File: config.mk
export PLATFORM = sky130hd
export DESIGN_NAME = mem_stage_access_ctrl
export DESIGN_NICKNAME = d
export VERILOG_FILES = /design/src/rtl/mem_stage_access_ctrl_pkg.sv /design/src/rtl/mem_stage_access_ctrl_sat_counter.sv /design/src/rtl/mem_stage_access_ctrl.sv
export SDC_FILE = /design/constraint.sdc
export NUM_CORES = 1
export LEC_CHECK = 0
export ABC_CLOCK_PERIOD_IN_PS = 2400
export CAP_MARGIN = 20
export CORE_ASPECT_RATIO = 0.5
export CORE_MARGIN = 4
export CORE_UTILIZATION = 33
export DETAILED_ROUTE_END_ITERATION = 6
export PLACE_DENSITY = 0.75
export SYNTH_ARGS = -nofsm -noshare
export SYNTH_HDL_FRONTEND = slang
export SYNTH_HIERARCHICAL = 1
export SYNTH_SLANG_ARGS = --single-unit
File: constraint.sdc
create_clock -name clk -period 2.4 [get_ports clk]
set_clock_uncertainty 0.15 [all_clocks]
set_input_delay 0.48 -clock clk [delete_from_list [all_inputs] [get_ports clk]]
set_output_delay 0.48 -clock clk [all_outputs]
set_load 0.01 [all_outputs]
File: src/rtl/mem_stage_access_ctrl_pkg.sv
// Shared types and constants for the memory-stage access controller.
// The FSM encoding and the load result-select code live here.
package mem_stage_pkg;

  typedef enum logic [1:0] {
    IDLE = 2'd0,
    WAIT = 2'd1,
    ERR  = 2'd2
  } memState_t;

  localparam logic [1:0] RESULT_SRC_LOAD = 2'b01;

  localparam int XLEN_DEF           = 32;
  localparam int CNT_W_DEF          = 32;
  localparam int TIMEOUT_CYCLES_DEF = 255;

endpackage

File: src/rtl/mem_stage_access_ctrl_sat_counter.sv
// Saturating up-counter with synchronous clear, clocked on the falling edge
// so it updates together with the pipeline registers.
module sat_counter #(
  parameter int W = 32
) (
  input  logic         clk,
  input  logic         reset,
  input  logic         clear,
  input  logic         inc,
  output logic [W-1:0] count
);

  // Count up on inc, holding at all-ones instead of wrapping; clear wins.
  always_ff @(negedge clk or posedge reset) begin
    if (reset) begin
      count <= '0;
    end else if (clear) begin
      count <= '0;
    end else if (inc && (count != {W{1'b1}})) begin
      count <= count + W'(1);
    end
  end

endmodule

File: src/rtl/mem_stage_access_ctrl.sv
// Memory-stage sequencer: drives the data-memory req/ack handshake and
// stalls the pipeline while an access is outstanding. Optional timeout/error
// support is enabled with the MEM_TIMEOUT_EN macro.
module mem_stage_access_ctrl
  import mem_stage_pkg::*;
#(
  parameter int XLEN           = XLEN_DEF,
  parameter int CNT_W          = CNT_W_DEF,
  parameter int TIMEOUT_CYCLES = TIMEOUT_CYCLES_DEF
) (
  input  logic             clk,
  input  logic             reset,
  input  logic             RegWriteM,
  input  logic             MemWriteM,
  input  logic [1:0]       ResultSrcM,
  input  logic [XLEN-1:0]  ALUResultM,
  input  logic [XLEN-1:0]  WriteDataM,
  output logic             mem_req,
  output logic             mem_we,
  output logic [XLEN-1:0]  mem_addr,
  output logic [XLEN-1:0]  mem_wdata,
  input  logic             mem_ack,
  input  logic [XLEN-1:0]  mem_rdata,
  output logic             StallPipe,
  output logic [XLEN-1:0]  ReadDataM,
  output logic             RegWriteMq,
`ifdef MEM_TIMEOUT_EN
  output logic             mem_err,
`endif
  output logic [CNT_W-1:0] stall_cnt
);

  memState_t       state;
  logic            isLoad;
  logic            access;
  logic            ackLoad;
  logic [XLEN-1:0] loadData;

  assign isLoad  = (ResultSrcM == RESULT_SRC_LOAD);
  assign access  = MemWriteM | isLoad;
  // An ack seen after a timeout belongs to an abandoned request.
  assign ackLoad = isLoad & mem_ack & (state != ERR);

  // Address and data come straight from M; they are stable while M is frozen.
  assign mem_we    = MemWriteM;
  assign mem_addr  = ALUResultM;
  assign mem_wdata = WriteDataM;

  // Request and stall generation from the current handshake state.
  always_comb begin
    mem_req   = 1'b0;
    StallPipe = 1'b0;
    case (state)
      IDLE: begin
        mem_req   = access;
        StallPipe = access & ~mem_ack;
      end
      WAIT: begin
        mem_req   = 1'b1;
        StallPipe = access & ~mem_ack;
      end
      ERR: begin
        mem_req   = 1'b0;
        StallPipe = 1'b1;
      end
      default: begin
        mem_req   = 1'b0;
        StallPipe = 1'b0;
      end
    endcase
  end

  assign RegWriteMq = RegWriteM & ~StallPipe;

  // Forward load data in its ack cycle, otherwise replay the last capture.
  always_comb begin
    if (ackLoad) begin
      ReadDataM = mem_rdata;
    end else begin
      ReadDataM = loadData;
    end
  end

  // Capture each completed load so ReadDataM stays valid after the ack.
  always_ff @(negedge clk or posedge reset) begin
    if (reset) begin
      loadData <= '0;
    end else if (ackLoad) begin
      loadData <= mem_rdata;
    end
  end

  sat_counter #(.W(CNT_W)) u_stallCnt (
    .clk   (clk),
    .reset (reset),
    .clear (1'b0),
    .inc   (StallPipe),
    .count (stall_cnt)
  );

`ifdef MEM_TIMEOUT_EN
  localparam int TW = $clog2(TIMEOUT_CYCLES + 1);

  logic [TW-1:0] waitCnt;
  logic          timedOut;

  // Held clear outside WAIT, so it reads zero on the first WAIT cycle.
  sat_counter #(.W(TW)) u_waitCnt (
    .clk   (clk),
    .reset (reset),
    .clear (state != WAIT),
    .inc   (state == WAIT),
    .count (waitCnt)
  );

  assign timedOut = (state == WAIT) && (waitCnt == TW'(TIMEOUT_CYCLES - 1));
`endif

  // Handshake FSM; ERR is terminal until reset.
  always_ff @(negedge clk or posedge reset) begin
    if (reset) begin
      state   <= IDLE;
`ifdef MEM_TIMEOUT_EN
      mem_err <= 1'b0;
`endif
    end else begin
      case (state)
        IDLE: begin
          if (access && !mem_ack) begin
            state <= WAIT;
          end
        end
        WAIT: begin
          if (mem_ack) begin
            state <= IDLE;
          end
`ifdef MEM_TIMEOUT_EN
          else if (timedOut) begin
            state   <= ERR;
            mem_err <= 1'b1;
          end
`endif
        end
        ERR: begin
          state <= ERR;
        end
        default: begin
          state <= IDLE;
        end
      endcase
    end
  end

endmodule
==> results.toml <==
[floorplanning]
die_h_um = 82.8
core_area_sq_um = 10600
die-area_sq_um = 13100
die_w_um = 158
initial_utilization_pct = 35.0
ios = 235
rows = 26

[sta]
finalSetupTns_ns = -97.76
tightest_slew_ns = 0.593
setup_viol = 132
rsz0062_at_grt = "true"
hold_viol = 0
maxSlewViolCount = 0
slew_headroom_pct = 60.3
setup_ws_ns = -1.25

[cells_and_area]
fin_util_pct = 56.3
antennaDiodeCount = 0
syn_to_final_growth_pct = 60.9
stdcell_count = 632
nNetsFinal = 591
drive_gt1_share_pct = 56.5

[run]
drv_cap = 0

[drt]
firstDrtPassIters = 4
vias = 3195
drtIter0Drc = 159
wl_mm = 11.0
via_per_inst = 5.06
wl_per_cell_um = 17.4
drc = 0
drtAntennaViolNets = 0

[synthesis]
synth.most_common_cell = "dfrtn_1"
ys_seq_area_share_pct = 44.7
yosys_warnings = 6
ys_ff_latch = 66
synth_flop_cell = "dfrtn_1"
ys_top_cells_by_area = "dfrtn_1 (45%), buf_4 (13%), mux2_4 (12%), a21oi_1 (3.7%), o31ai_1 (3.2%)"
synthDistinctLibCells = 41
synth_top_area_cell = "dfrtn_1"
synth.cell_area_sq_um = 3700
synthTopCellsByCount = "dfrtn_1 (66), buf_4 (65), mux2_4 (30)"
syn_inst = 333
synth_top_area_share_pct = 44.7
synth_edf_count = 0
synthArstFlopShare_pct = 100
avgSynthCellArea_sq_um = 11.1

[hold_path]
min_from = "loadData[12]$_DFF_NP0_"
worstHoldPathType = "reg2reg"

[placed_design]
dp_hpwl_mm = 6.78
io_buffers = 106
dp.cells = 571
gp_congestion = 0.806
pre_cts_ws_ns = -1.78

[setup_path]
arrival_ns = 3.02
crit_start = "state[0]$_DFFE_NP0P_"
cp-start-kind = "flop"
cp_slowest_stage_delay_ns = 0.41
crit_slowest_cell = "dfrtn_1"
path_class = "reg2out"
timing.rr.start = "u_stallCnt/count[1]$_DFFE_NP0P_"
crit_family = "flip-flops"
crit_chain = "nand2b_4, and3_4, buf_12, buf_16, mux2_4, buf_6"
required_ns = 1.77
crit_path_end_kind = "output port"
critPathBufInv = 3
cp_max_fo = 6

[clocking]
root_buffer = "clkbuf_16"
clk_pin_slew_ns = 0.04
numCtsBuffers = 9
clk_path_buf_depth = 2
cts.sinks = 66
cts_tree = "done"
h-tree-depth = 3
clock_latency_ns = 0.34

[global_route]
grt_pass1_wl_mm = 16.8
grt_pass1_vias = 3413
grt_overflow_total = 0
grt_usage_pct = 16.0
grt_max_degree = 21
antenna_found_initial = 0

[status]
violations = "negative setup slack"
outcome = "finished, violations left"

[power]
power_density_nw_per_um2 = 550
p_leak_uw = 0.00268
ir_worst_vdd_v = 0.000304
==> sequential cells by signal, indices dropped and copies added, names as in the netlist <==
signal and count:
loadData 32, state 2, u_stallCnt/count 32
==> repair_timing <==
item,CTS,global route
setup buffers,32,16
resized for setup,368,43
setup endpoints to repair,132,132
pin swaps,36,20
cloned,5,0
hold buffers,0,0
==> final timing paths <==
check,endpoint,slack (ns),cells after the start
setup / recovery,ReadDataM[30],-1.25,6
hold / removal,loadData[12]$_DFF_NP0_,0.30,1
setup reg to reg,u_stallCnt/count[30]$_DFFE_NP0P_,-0.32,9
hold reg to reg,loadData[12]$_DFF_NP0_,0.30,1
max in group asynchronous,loadData[3]$_DFF_NP0_,0.36,3
min in group asynchronous,state[1]$_DFFE_NP0P_,1.56,3
==> stage by stage <==
stage          hold slack, ns  total power, uW  instance area (sq um)
6_report                0.297             3270                   5950
5_1_grt                 0.308             3420                   5950
4_1_cts                 0.300             3280                   5670
3_5_place_dp            0.291             1940                   4960
3_3_place_gp            0.285             1920                   4960
2_1_floorplan           0.302             1690                   3780
==> metal layers <==
| layer | up-vias | share of wire (%) | wire, um | track usage (%) |
|---|---|---|---|---|
| li1 | 1456 | - | - | - |
| met3 | 49 | 6.1 | 675 | 5.66 |
| met1 | 1582 | 39 | 4330 | 17.9 |
| met4 | 0 | 2.7 | 301 | 6.40 |
| met2 | 108 | 52 | 5720 | 27.8 |
| met5 | - | 0 | 0 | 0 |
==> kinds of logic (layout without fill, tap and decap cells) <==
family,count (synthesis),in the layout,synth area share [%]
xor+xnor,3,3,0.711
compound gates,63,64,10.8
simple gates,81,82,13.3
flops,66,66,44.7
buf+inv,85,238,17.0
fa+ha+maj,1,1,0.338
other cells,1,5,0.101
mux,33,33,13.1
==> cell usage in the layout, fill, tap and decap left out, types with 2 or more instances in the layout <==
master	instances
mux2_4	32
o31ai_1	4
or4_1	9
a21oi_1	14
clkinv_2	3
and4_1	4
nor2_1	6
nand2_1	11
or4_4	6
o21ai_1	7
clkbuf_16	9
dfrtn_1	66
inv_1	7
o31ai_2	5
buf_16	2
nor2_4	2
a21oi_2	13
nand4_1	6
buf_2	27
dlygate4sd2_1	2
or3_4	5
clkdlybuf4s50_1	35
buf_4	74
nor4_1	2
o31ai_4	7
o21ai_0	4
buf_6	64
buf_12	7
clkinvlp_4	4
o311ai_4	2
conb_1	5
and3_1	3
or3_1	9
nor3_4	2
o41ai_4	2
nand3_1	10
==> where the power goes <==
group,switching [uW],internal (uW)
combinational,284,498
sequential,38.2,1230
clock,497,722
total,819,2450
==> area by class of cell <==
type                            count  area, sq um
Timing Repair Buffer              212         1990
Sequential cell                    66         1650
Inverter                           10         47.5
Fill cell                         837         4620
Clock buffer                       11          243
Clock inverter                      5         30.0
Multi-Input combinational cell    188         1810
Tap cell                          140          175
No activity file was read; power rests on OpenSTA's default activity.
